--- src/rtl/data_mem_resp.sv ---
// data_mem_resp: multi-cycle data-memory responder. One request at a time;
// Stall holds the requester off for LATENCY cycles, then a one-cycle Done
// pulse completes the access. Misaligned, out-of-range or Rd&Wr requests are
// rejected with a one-cycle err pulse.
module data_mem_resp #(
  parameter int DEPTH   = 64,
  parameter int LATENCY = 4
) (
  input  logic        clk,
  input  logic        rst,
  input  logic [15:0] Addr,
  input  logic [15:0] DataIn,
  input  logic        Rd,
  input  logic        Wr,
  output logic [15:0] DataOut,
  output logic        Done,
  output logic        Stall,
  output logic        err
);
  localparam int AW = $clog2(DEPTH);

  typedef enum logic {IDLE, BUSY} state_t;

  // Request captured at accept time; inputs are ignored while BUSY.
  typedef struct packed {
    logic [AW-1:0] idx;
    logic [15:0]   data;
    logic          wr;
  } req_t;

  state_t      state;
  logic [3:0]  cnt;
  req_t        req;
  logic [15:0] mem [DEPTH];

  logic valid, legal, accept, illegal;

  // Exactly one of Rd/Wr makes a request; both at once is rejected.
  assign valid   = Rd ^ Wr;
  // Word aligned and no address bits above the array.
  assign legal   = ~Addr[0] & ((Addr >> (AW + 1)) == 16'd0);
  assign accept  = (state == IDLE) & valid & legal;
  assign illegal = (state == IDLE) & ((Rd & Wr) | (valid & ~legal));

  // Stall covers the accept cycle too, so the requester holds from cycle 0.
  assign Stall   = (state == BUSY) | accept;

  // Request FSM, latency counter, storage array and registered outputs.
  always_ff @(posedge clk or negedge rst) begin
    if (!rst) begin
      state   <= IDLE;
      cnt     <= '0;
      req     <= '0;
      DataOut <= '0;
      Done    <= 1'b0;
      err     <= 1'b0;
      for (int i = 0; i < DEPTH; i++) mem[i] <= '0;
    end else begin
      Done <= 1'b0;
      err  <= illegal;
      if (state == IDLE) begin
        if (accept) begin
          req.idx  <= Addr[AW:1];
          req.data <= DataIn;
          req.wr   <= Wr;
          cnt      <= 4'(LATENCY - 1);
          state    <= BUSY;
        end
      end else begin
        if (cnt == 4'd1) begin
          // Write commits on the Done edge, so a read accepted in the Done
          // cycle sees the new value. DataOut only moves on reads.
          if (req.wr) mem[req.idx] <= req.data;
          else        DataOut      <= mem[req.idx];
          Done  <= 1'b1;
          cnt   <= '0;
          state <= IDLE;
        end else begin
          cnt <= cnt - 4'd1;
        end
      end
    end
  end
endmodule

--- config.mk ---
export PLATFORM = sky130hd
export DESIGN_NAME = data_mem_resp
export DESIGN_NICKNAME = d
export VERILOG_FILES = /design/src/rtl/data_mem_resp.sv
export SDC_FILE = /design/constraint.sdc
export NUM_CORES = 1
export LEC_CHECK = 0
export ABC_CLOCK_PERIOD_IN_PS = 2600
export BUFFER_PORTS_ARGS = -buffer_cell sky130_fd_sc_hd__buf_2
export CORE_MARGIN = 1.5
export CORE_UTILIZATION = 25
export DETAILED_ROUTE_END_ITERATION = 10
export GPL_TIMING_DRIVEN = 0
export PLACE_DENSITY = 0.38
export SETUP_SLACK_MARGIN = 0.4
export SLEW_MARGIN = 20
export SYNTH_ARGS = -nofsm -noshare
export SYNTH_HDL_FRONTEND = slang
export SYNTH_SLANG_ARGS = --single-unit
--- constraint.sdc ---
create_clock -name clk -period 2.6 [get_ports clk]
set_input_delay 0.65 -clock clk [delete_from_list [all_inputs] [get_ports clk]]
set_output_delay 0.65 -clock clk [all_outputs]
set_load 0.01 [all_outputs]
-- Yosys cells after proc, flatten, opt, wreduce, memory -nomap -nowiden
Index checks and enable logic that the tools add are counted.
- add/sub/neg operators: 1
- $lt $le $gt $ge: 2
- equality and inequality tests: 1
- multiplexer cells: 14
- bitwise gates (word level): 14
- reductions and logical operators: 6
- operator list (cell ; number):
    1024-bit bitwise mux ; 1
    16-bit binary-select mux with 6-bit select ; 1
    16-bit demux with 6-bit select ; 1
    16-bit two-way mux ; 3
    16-bit logical NOT ; 1
    4-bit two-way mux ; 3
    7-bit greater-or-equal comparator, second input constant ; 1
    7-bit by 1-bit < comparator with 1-bit output, second input constant ; 1
    6-bit NOT with 7-bit output ; 1
    1-bit AND ; 6
    3-bit AND reduction ; 2
    1-bit two-way mux ; 5
    4-bit by 1-bit == test with 1-bit output, second input constant ; 1
    1-bit NOT ; 4
    4-bit by 1-bit subtractor with 4-bit output, second input constant ; 1
    1-bit OR ; 2
    2-bit AND reduction ; 1
    2-bit nonzero test ; 1
    1-bit logical AND ; 1
    1-bit bitwise XOR ; 1
- bits in registers: 1070
- bits of input ports: 36
- output and inout port bits: 19
- logic and storage cells: 110

-- Depth between registers and ports, before layout
Gate-level depths: netlist of the first run.
- depth in word-level cells: 6
- depth in mapped cells: 10
- mapped depth without buffers: 8

-- Least setup slack after synthesis of the first run
Ideal clock, no wire load.
- path kind: reg-to-reg
- from: reg cnt[1]
- to: reg mem[709] (netlist bit)
- setup time: 125 ps
- arrival: 2016 ps
- required time: 2475 ps
- setup slack: 459 ps
- stages on the path, launching flop included: 10
- buffers on the path: 1
- clock period less this slack: 2141 ps
- cells stage by stage: dfrtp_1 -> inv_1 -> ha_1 -> nor3b_2 -> and2_4 -> nand2_8 -> nor2_8 -> nand2_4 -> buf_2 -> mux2_2
- longest elaborated chain between the ends: 2
- RTL lines (what ; line ; text):
    start, declared ; 32 ; logic [3:0] cnt;
    start signal, assigned ; 66 ; cnt <= 4'(LATENCY - 1);
    start signal, assigned ; 79 ; cnt <= cnt - 4'd1;
    4-bit by 1-bit == test with 1-bit output ; 70 ; if (cnt == 4'd1) begin
    3-bit AND reduction (no source line) ; n/a ;
    end signal, assigned by index ; 73 ; if (req.wr) mem[req.idx] <= req.data;
    end, declared ; 34 ; logic [15:0] mem [DEPTH];
No other way between the ends.
A chain may end at the register's enable or synchronous reset.

-- Worst setup path in the final report of the first run
- from: reg req[17] (netlist bit)
- to: reg DataOut[10]
- longest elaborated chain between the ends: 4
- RTL lines (what ; line ; text):
    start, declared ; 33 ; req_t req;
    6-bit NOT with 7-bit output (implied by the code) ; 74 ; else DataOut <= mem[req.idx];
    16-bit binary-select mux with 6-bit select ; 74 ;
    16-bit two-way mux (implied by the code) (2 in a row) ; 74 ;
    end signal, assigned ; 74 ;
    end, declared ; 15 ; output logic [15:0] DataOut,
No other way between the ends. The select of a mux whose other input is x is not followed.

==> impl_metrics.tcl, run 1 <==
set metrics [dict create \
    detailed_place_hpwl_um 159000 \
    grt_pass1_vias 33411 \
    area_share_of_the_largest_cell_type_after_synthesis 0.547 \
    postSynthNetCount 3443 \
    fin_ws_ps -87.4 \
    layout.cells.most_common "sky130_fd_sc_hd__dfrtp_1" \
    period_needed_ps 2690 \
    grt_setup_unrepaired "yes" \
    dpl_worst_slack_ps -1880 \
    finish.cell_count_without_fillers 6601 \
    synth_enable_flop_cells 0 \
    syn-instance-count 3404 \
    cts_root_buf "sky130_fd_sc_hd__clkbuf_16" \
    total_power_mw 37.4 \
    cp_data_arrival_time_ps 3370 \
    drtAntennaViolNets 0 \
    timing.clock.skew_ps 26.5 \
    status "finished, violations left" \
    grt.total_usage 0.236 \
    worst-setup-path-type "reg2reg" \
    drt_wl_total_um 241000 \
    post-route-cell-area_mm2 0.0643 \
    synthesis.area_mm2 0.0489 \
    initial_utilization 0.251 \
    die-height_um 445 \
    path_max_fanout 6 \
    tritoncts_clock_tree "built" \
    cts_sinks 1070 \
    htree_levels 4 \
    clock_insertion_delay_at_the_later_pin_of_the_skew_report_ps 800 \
    synth_area_leader_cell "sky130_fd_sc_hd__dfrtp_1" \
    grt_antenna_before_repair 25 \
    longest_clk_path_bufs 3 \
    static_leakage_nw 30.2 \
    combinationalPowerShare 0.042 \
    ys_seq_elements 1070 \
    share_of_total_power_consumed_by_net_switching 0.245 \
    average_wire_per_cell_in_the_routed_design_um 36.5 \
    setup-violations-final 10 \
    drt_first_iter_violations 2941 \
    synth_area_leaders "sky130_fd_sc_hd__dfrtp_1 55%, sky130_fd_sc_hd__mux2_2 24%, sky130_fd_sc_hd__mux4_2 4.2%" \
    core_area_mm2 0.195 \
    dieArea_mm2 0.198 \
    core.rowCount 162 \
    crit_path_start_kind "register" \
    design.portCount 55 \
    syn-mean-instance-area_um2 14.4 \
    area.growth.synth_to_final_pct 31.3 \
    clk_pwr_share 0.508 \
    floorplan.die.width_um 445 \
    dr.pass1.iters 7 \
    placement.io_buffers 54 \
    yosys_most_used_dff "sky130_fd_sc_hd__dfrtp_1" \
    avgViaCountPerCell 5.14 \
    timing.hold.worst.class "in2async" \
    post-route-drc-count 0 \
    critical_path_required_ps 3280 \
    clkSlewWorstSetupHoldPaths_ps 60 \
    hold_violations 95 \
    synth_sequential_area_ratio 0.547 \
    start_point_of_the_critical_path "req[17]$_DFFE_PN0P_" \
    commonest_cells_after_routing_fill_and_taps_aside "1068 x sky130_fd_sc_hd__dfrtp_1, 1005 x sky130_fd_sc_hd__mux2_2, 168 x sky130_fd_sc_hd__buf_4" \
    tritoncts.num_buffers 137 \
    place_congestion 0.874 \
    timing.slew.headroom 0.276 \
    final_max_slew_viol_count 0 \
    violations "negative hold slack, negative setup slack" \
    fin_hold_ws_ps -168 \
    seqPwrFrac 0.450 \
    dpl_cell_area_mm2 0.0531 \
    grt_first_pass_wirelength_um 314000 \
    timing.rr.start "req[17]$_DFFE_PN0P_" \
    pwr_density_cell_mw_per_mm2 582 \
    globalRoute.totalOverflow 0 \
    synth-warning-count 0 \
    worst_max_slew_pin_slew_ps 1090 \
    total_switching_power_mw 9.18 \
    grt_max_degree 125 \
    cell_internal_pwr_mw 28.2 \
    synth_async_sr_flop_share 1.00 \
    placed_cells_incl_taps 6108 \
    layout_worst_path_cycle_share 1.03 \
    via_count 33905 \
    fmax_ghz 0.372 \
    cp-end-kind "register" \
    yosys.cell_types.count 63 \
    nNetsFinal 3899 \
    ir_drop_v 0.000489 \
    drive_above_1_share 0.537 \
    timing.max_cap.violations 0 \
]
## synth_stat cells (5+ instances only)
| master | count |
|---|---|
| sky130_fd_sc_hd__nor2b_1 | 9 |
| sky130_fd_sc_hd__o22ai_1 | 31 |
| sky130_fd_sc_hd__o32a_1 | 11 |
| sky130_fd_sc_hd__a221oi_1 | 150 |
| sky130_fd_sc_hd__and2_1 | 5 |
| sky130_fd_sc_hd__o22a_1 | 8 |
| sky130_fd_sc_hd__nor3_1 | 6 |
| sky130_fd_sc_hd__o21ai_0 | 49 |
| sky130_fd_sc_hd__nand2_1 | 46 |
| sky130_fd_sc_hd__a21oi_1 | 35 |
| sky130_fd_sc_hd__nor2_8 | 11 |
| sky130_fd_sc_hd__nand2_2 | 34 |
| sky130_fd_sc_hd__a31oi_1 | 9 |
| sky130_fd_sc_hd__mux2_1 | 48 |
| sky130_fd_sc_hd__buf_1 | 9 |
| sky130_fd_sc_hd__mux2i_1 | 141 |
| sky130_fd_sc_hd__dfrtp_1 | 1070 |
| sky130_fd_sc_hd__nand2_4 | 31 |
| sky130_fd_sc_hd__buf_6 | 21 |
| sky130_fd_sc_hd__o2111ai_1 | 5 |
| sky130_fd_sc_hd__nor2_1 | 81 |
| sky130_fd_sc_hd__nand3_1 | 26 |
| sky130_fd_sc_hd__clkbuf_1 | 145 |
| sky130_fd_sc_hd__mux2_2 | 1040 |
| sky130_fd_sc_hd__a22o_1 | 7 |
| sky130_fd_sc_hd__inv_1 | 6 |
| sky130_fd_sc_hd__nand4_1 | 8 |
| sky130_fd_sc_hd__buf_2 | 123 |
| sky130_fd_sc_hd__mux4_2 | 92 |
| sky130_fd_sc_hd__a22oi_1 | 66 |
| sky130_fd_sc_hd__buf_4 | 17 |
## worst paths after layout
check / end / slack [ps] / depth (start not counted)
max: DataOut[10]$_DFFE_PN0P_ / -90 / 8
min: mem[302]$_DFFE_PN0P_ / -170 / 1
max reg2reg: DataOut[10]$_DFFE_PN0P_ / -90 / 8
min reg2reg: mem[922]$_DFFE_PN0P_ / 490 / 1
max in group asynchronous: mem[735]$_DFFE_PN0P_ / 420 / 4
min in group clk: req[6]$_DFFE_PN0P_ / 80 / 2
## cells by family (layout without fill, tap and decap cells)
family          count (synthesis)  in the layout  synth area share
mux                          1321           1321             0.321
flops                        1070           1070             0.547
compound gates                402            402            0.0618
buf+inv                       323            881            0.0324
simple gates                  285            285            0.0364
fa+ha+maj                       3              3          0.000767
other cells                     0             15                 0
## layout make-up
| type | instances | area, um2 |
|---|---|---|
| antenna | 15 | 37.5 |
| buffer | 315 | 3540 |
| clock buffer | 213 | 4090 |
| clock inverter | 28 | 325 |
| fill | 19133 | 131000 |
| inverter | 8 | 33.8 |
| multi-input combinational | 2011 | 22400 |
| sequential | 1070 | 26800 |
| tap | 2624 | 3280 |
| timing repair buffer | 317 | 3810 |
## critical path, cell delays in order (launching register included)
cell	delay (ps)
sky130_fd_sc_hd__dfrtp_2	450
sky130_fd_sc_hd__buf_12	190
sky130_fd_sc_hd__buf_16	190
sky130_fd_sc_hd__buf_12	120
sky130_fd_sc_hd__mux4_2	530
sky130_fd_sc_hd__mux2i_4	210
sky130_fd_sc_hd__o22a_2	230
sky130_fd_sc_hd__nand4_1	260
sky130_fd_sc_hd__o32a_1	370
## sequential cells by signal, summed over array words and instances (netlist names)
name     flops
Done         1
state        1
DataOut     16
cnt          4
err          1
req         23
mem       1024
## per-stage QoR
step,util,TNS (ps),hold WS (ps)
CTS,0.313,-490,-166
detailed placement,0.273,-320440,479
global placement,0.270,-,469
global route,0.330,-2050,-143
floorplan,-,0,354
finish,0.330,-484,-168
## power groups by stage
stage / logic (mW) / registers (mW) / clock network, mW
final: 1.58 / 16.8 / 19.0
after global routing: 1.68 / 16.8 / 20.0
after CTS: 1.50 / 16.8 / 19.4
after detailed placement: 1.32 / 17.1 / 0
after global placement: 1.25 / 17.1 / 0
after floorplan: 0.378 / 17.1 / 0
## per-layer routing
layer,global-route usage,share of wire,wire length [um]
met1,0.325,0.43,104000
met2,0.368,0.46,110000
met3,0.0402,0.066,15900
met4,0.0895,0.045,10800
met5,0,0.00014,34
## what timing repair did
action	CTS	global route
setup endpoints to repair	1069	1179
pin swaps	37	68
hold endpoints to repair	95	95
resized for setup	588	359
buffers inserted	81	129
cloned	8	19
Power figures use the tool's default switching activity.
==> inputs of run 2 (changes only) <==
--- a/config.mk
+++ b/config.mk
@@ -7,6 +7,7 @@
 export LEC_CHECK = 0
 export ABC_CLOCK_PERIOD_IN_PS = 2600
 export BUFFER_PORTS_ARGS = -buffer_cell sky130_fd_sc_hd__buf_2
+export CORE_ASPECT_RATIO = 0.7
 export CORE_MARGIN = 1.5
 export CORE_UTILIZATION = 25
 export DETAILED_ROUTE_END_ITERATION = 10
==> run 2 against run 1 <==
  * Worst setup slack gained 17 ps
  * Wire length grew 5.5%
  * Worst hold slack gained 290 ps
  * Largest cell class unchanged
  * The run ends with negative setup slack left
  * Utilization grew 0.81 points
==> impl_metrics.tcl, run 2 (synthesized netlist as in run 1, its figures left out) <==
set metrics [dict create \
    status "finished, violations left" \
    violations "negative setup slack" \
    area.growth.synth_to_final_pct 33.9 \
    clkSlewWorstSetupHoldPaths_ps 60 \
    ir_drop_v 0.000497 \
    grt.total_usage 0.245 \
    start_point_of_the_critical_path "req[18]$_DFFE_PN0P_" \
    cts_sinks 1070 \
    tritoncts.num_buffers 117 \
    placement.io_buffers 54 \
    number_of_flip_flops_in_the_largest_register 1024 \
    commonest_cells_after_routing_fill_and_taps_aside "1069 x sky130_fd_sc_hd__dfrtp_1, 975 x sky130_fd_sc_hd__mux2_2, 213 x sky130_fd_sc_hd__buf_4" \
    grt_first_pass_wirelength_um 327000 \
    timing.max_cap.violations 0 \
    regArea_mm2 0.0268 \
    grt_antenna_before_repair 40 \
    final_max_slew_viol_count 0 \
    fin_hold_ws_ps 126 \
    place_congestion 0.864 \
    layout.cells.most_common "sky130_fd_sc_hd__dfrtp_1" \
    setup-violations-final 11 \
    initial_utilization 0.252 \
    grt_pass1_vias 33363 \
    grt_setup_unrepaired "yes" \
    worst-setup-path-type "reg2reg" \
    longest_clk_path_bufs 3 \
    drtAntennaViolNets 0 \
    top_regs "mem: 1024 flops, req: 23 flops, DataOut: 16 flops" \
    timing.clock.skew_ps 39.6 \
    average_wire_per_cell_in_the_routed_design_um 38.4 \
    timing.hold.worst_endpoint "req[14]$_DFFE_PN0P_" \
    period_needed_ps 2670 \
    layout.filler_cells 19148 \
    via_count 34775 \
    dpl_worst_slack_ps -1680 \
    cts_root_buf "sky130_fd_sc_hd__clkbuf_16" \
    critical_path_required_ps 3250 \
    path_max_fanout 7 \
    drt_wl_total_um 254000 \
    htree_levels 3 \
    ff2ff_path_depth 7 \
    timing.slew.headroom 0.238 \
    detailed_place_hpwl_um 169000 \
    avgViaCountPerCell 5.25 \
    cp-end-kind "register" \
    tritoncts_clock_tree "built" \
    timing.hold.worst.class "in2reg" \
    finalCoreUtilization 0.338 \
    nNetsFinal 3960 \
    worst_max_slew_pin_slew_ps 1140 \
    registers.top_by_ff_count "mem" \
    hold_violations 0 \
    grt_max_degree 122 \
    fin_ws_ps -70.2 \
    globalRoute.totalOverflow 0 \
    pwr_density_cell_mw_per_mm2 547 \
    drt_first_iter_violations 4041 \
    crit_path_start_kind "register" \
    design.portCount 55 \
    static_leakage_nw 30.7 \
    worstHoldPathCells 2 \
    dieArea_mm2 0.198 \
    multiInputGateArea_mm2 0.0229 \
    core_area_mm2 0.194 \
    post-route-drc-count 0 \
    worstHoldStart "DataIn[13]" \
    clock_insertion_delay_at_the_later_pin_of_the_skew_report_ps 780 \
    layout_worst_path_cycle_share 1.03 \
    cp_data_arrival_time_ps 3320 \
    timing.rr.start "req[18]$_DFFE_PN0P_" \
    ff_to_ff_end "DataOut[2]$_DFFE_PN0P_" \
    core.rowCount 135 \
    fmax_ghz 0.375 \
    dr.pass1.iters 5 \
    floorplan.die.width_um 532 \
    drive_above_1_share 0.551 \
    die-height_um 373 \
    reg2reg_slack_ps -70 \
]
==> run 2: cell types whose count changed in the layout (fill, tap and decap cells not counted), sizes merged, moves of 4 or more <==
cell / change
buf: +70
bufinv: +4
clkbuf: -27
inv: -4
clkinv: +4
diode: -4
==> run 2: worst max path at each step <==
| stage | cells past startpoint | slack [ps] | end |
|---|---|---|---|
| floorplan | 9 | 460 | mem[709]$_DFFE_PN0P_ |
| global placement | 1 | -25520 | mem[970]$_DFFE_PN0P_ |
| detailed placement | 9 | -1680 | DataOut[13]$_DFFE_PN0P_ |
| CTS | 10 | -40 | DataOut[10]$_DFFE_PN0P_ |
| global route | 11 | -80 | DataOut[7]$_DFFE_PN0P_ |
| finish | 7 | -70 | DataOut[2]$_DFFE_PN0P_ |
==> run 2: report_power, final <==
group          switching, mW  internal, mW  total [mW]
clock                   7.57          9.77        17.3
combinational           1.17         0.517        1.69
sequential             0.104          16.7        16.8
==> run 2: cell type report <==
class / count / area share
repair buffers: 398 / 0.0729
plain buffers: 315 / 0.0597
clock buffers: 175 / 0.0531
well taps: 2603 / 0.0497
diodes: 11 / 0.000420
clock inverters: 33 / 0.00536
inverters: 8 / 0.000515
flip-flops and latches: 1070 / 0.409
multi-input cells: 2011 / 0.350
==> run 2: worst max-delay path, cell delays in order (launching register included) <==
cell	delay (ps)
sky130_fd_sc_hd__dfrtp_1	430
sky130_fd_sc_hd__buf_8	170
sky130_fd_sc_hd__buf_12	190
sky130_fd_sc_hd__buf_16	210
sky130_fd_sc_hd__mux4_2	520
sky130_fd_sc_hd__o211ai_1	460
sky130_fd_sc_hd__nand4_1	180
sky130_fd_sc_hd__o32a_1	360
==> run 2: through the flow <==
step	area, um2	instances	power, mW	TNS [ps]
after floorplan	48900	3404	17.5	0
after global placement	52500	6061	18.4	-
after detailed placement	53100	6088	18.5	-321970
after CTS	61500	6427	36.1	-177
after global routing	65500	6619	36.9	-556
final	65500	6624	35.8	-436
==> run 2: metal layers <==
metal | up-vias | global-route usage | routed length, um
li1 | 13854 | - | -
met1 | 19192 | 0.378 | 122000
met2 | 1434 | 0.334 | 101000
met3 | 293 | 0.0646 | 23700
met4 | 2 | 0.0577 | 7040
met5 | - | 0 | 13
==> run 2: repair_timing <==
item,in CTS,in global routing
hold buffers,3,0
cloned,9,25
pin swaps,67,84
buffers inserted,119,161
resized for setup,692,424
endpoints found under the setup margin,1065,1188
hold endpoints to repair,65,0
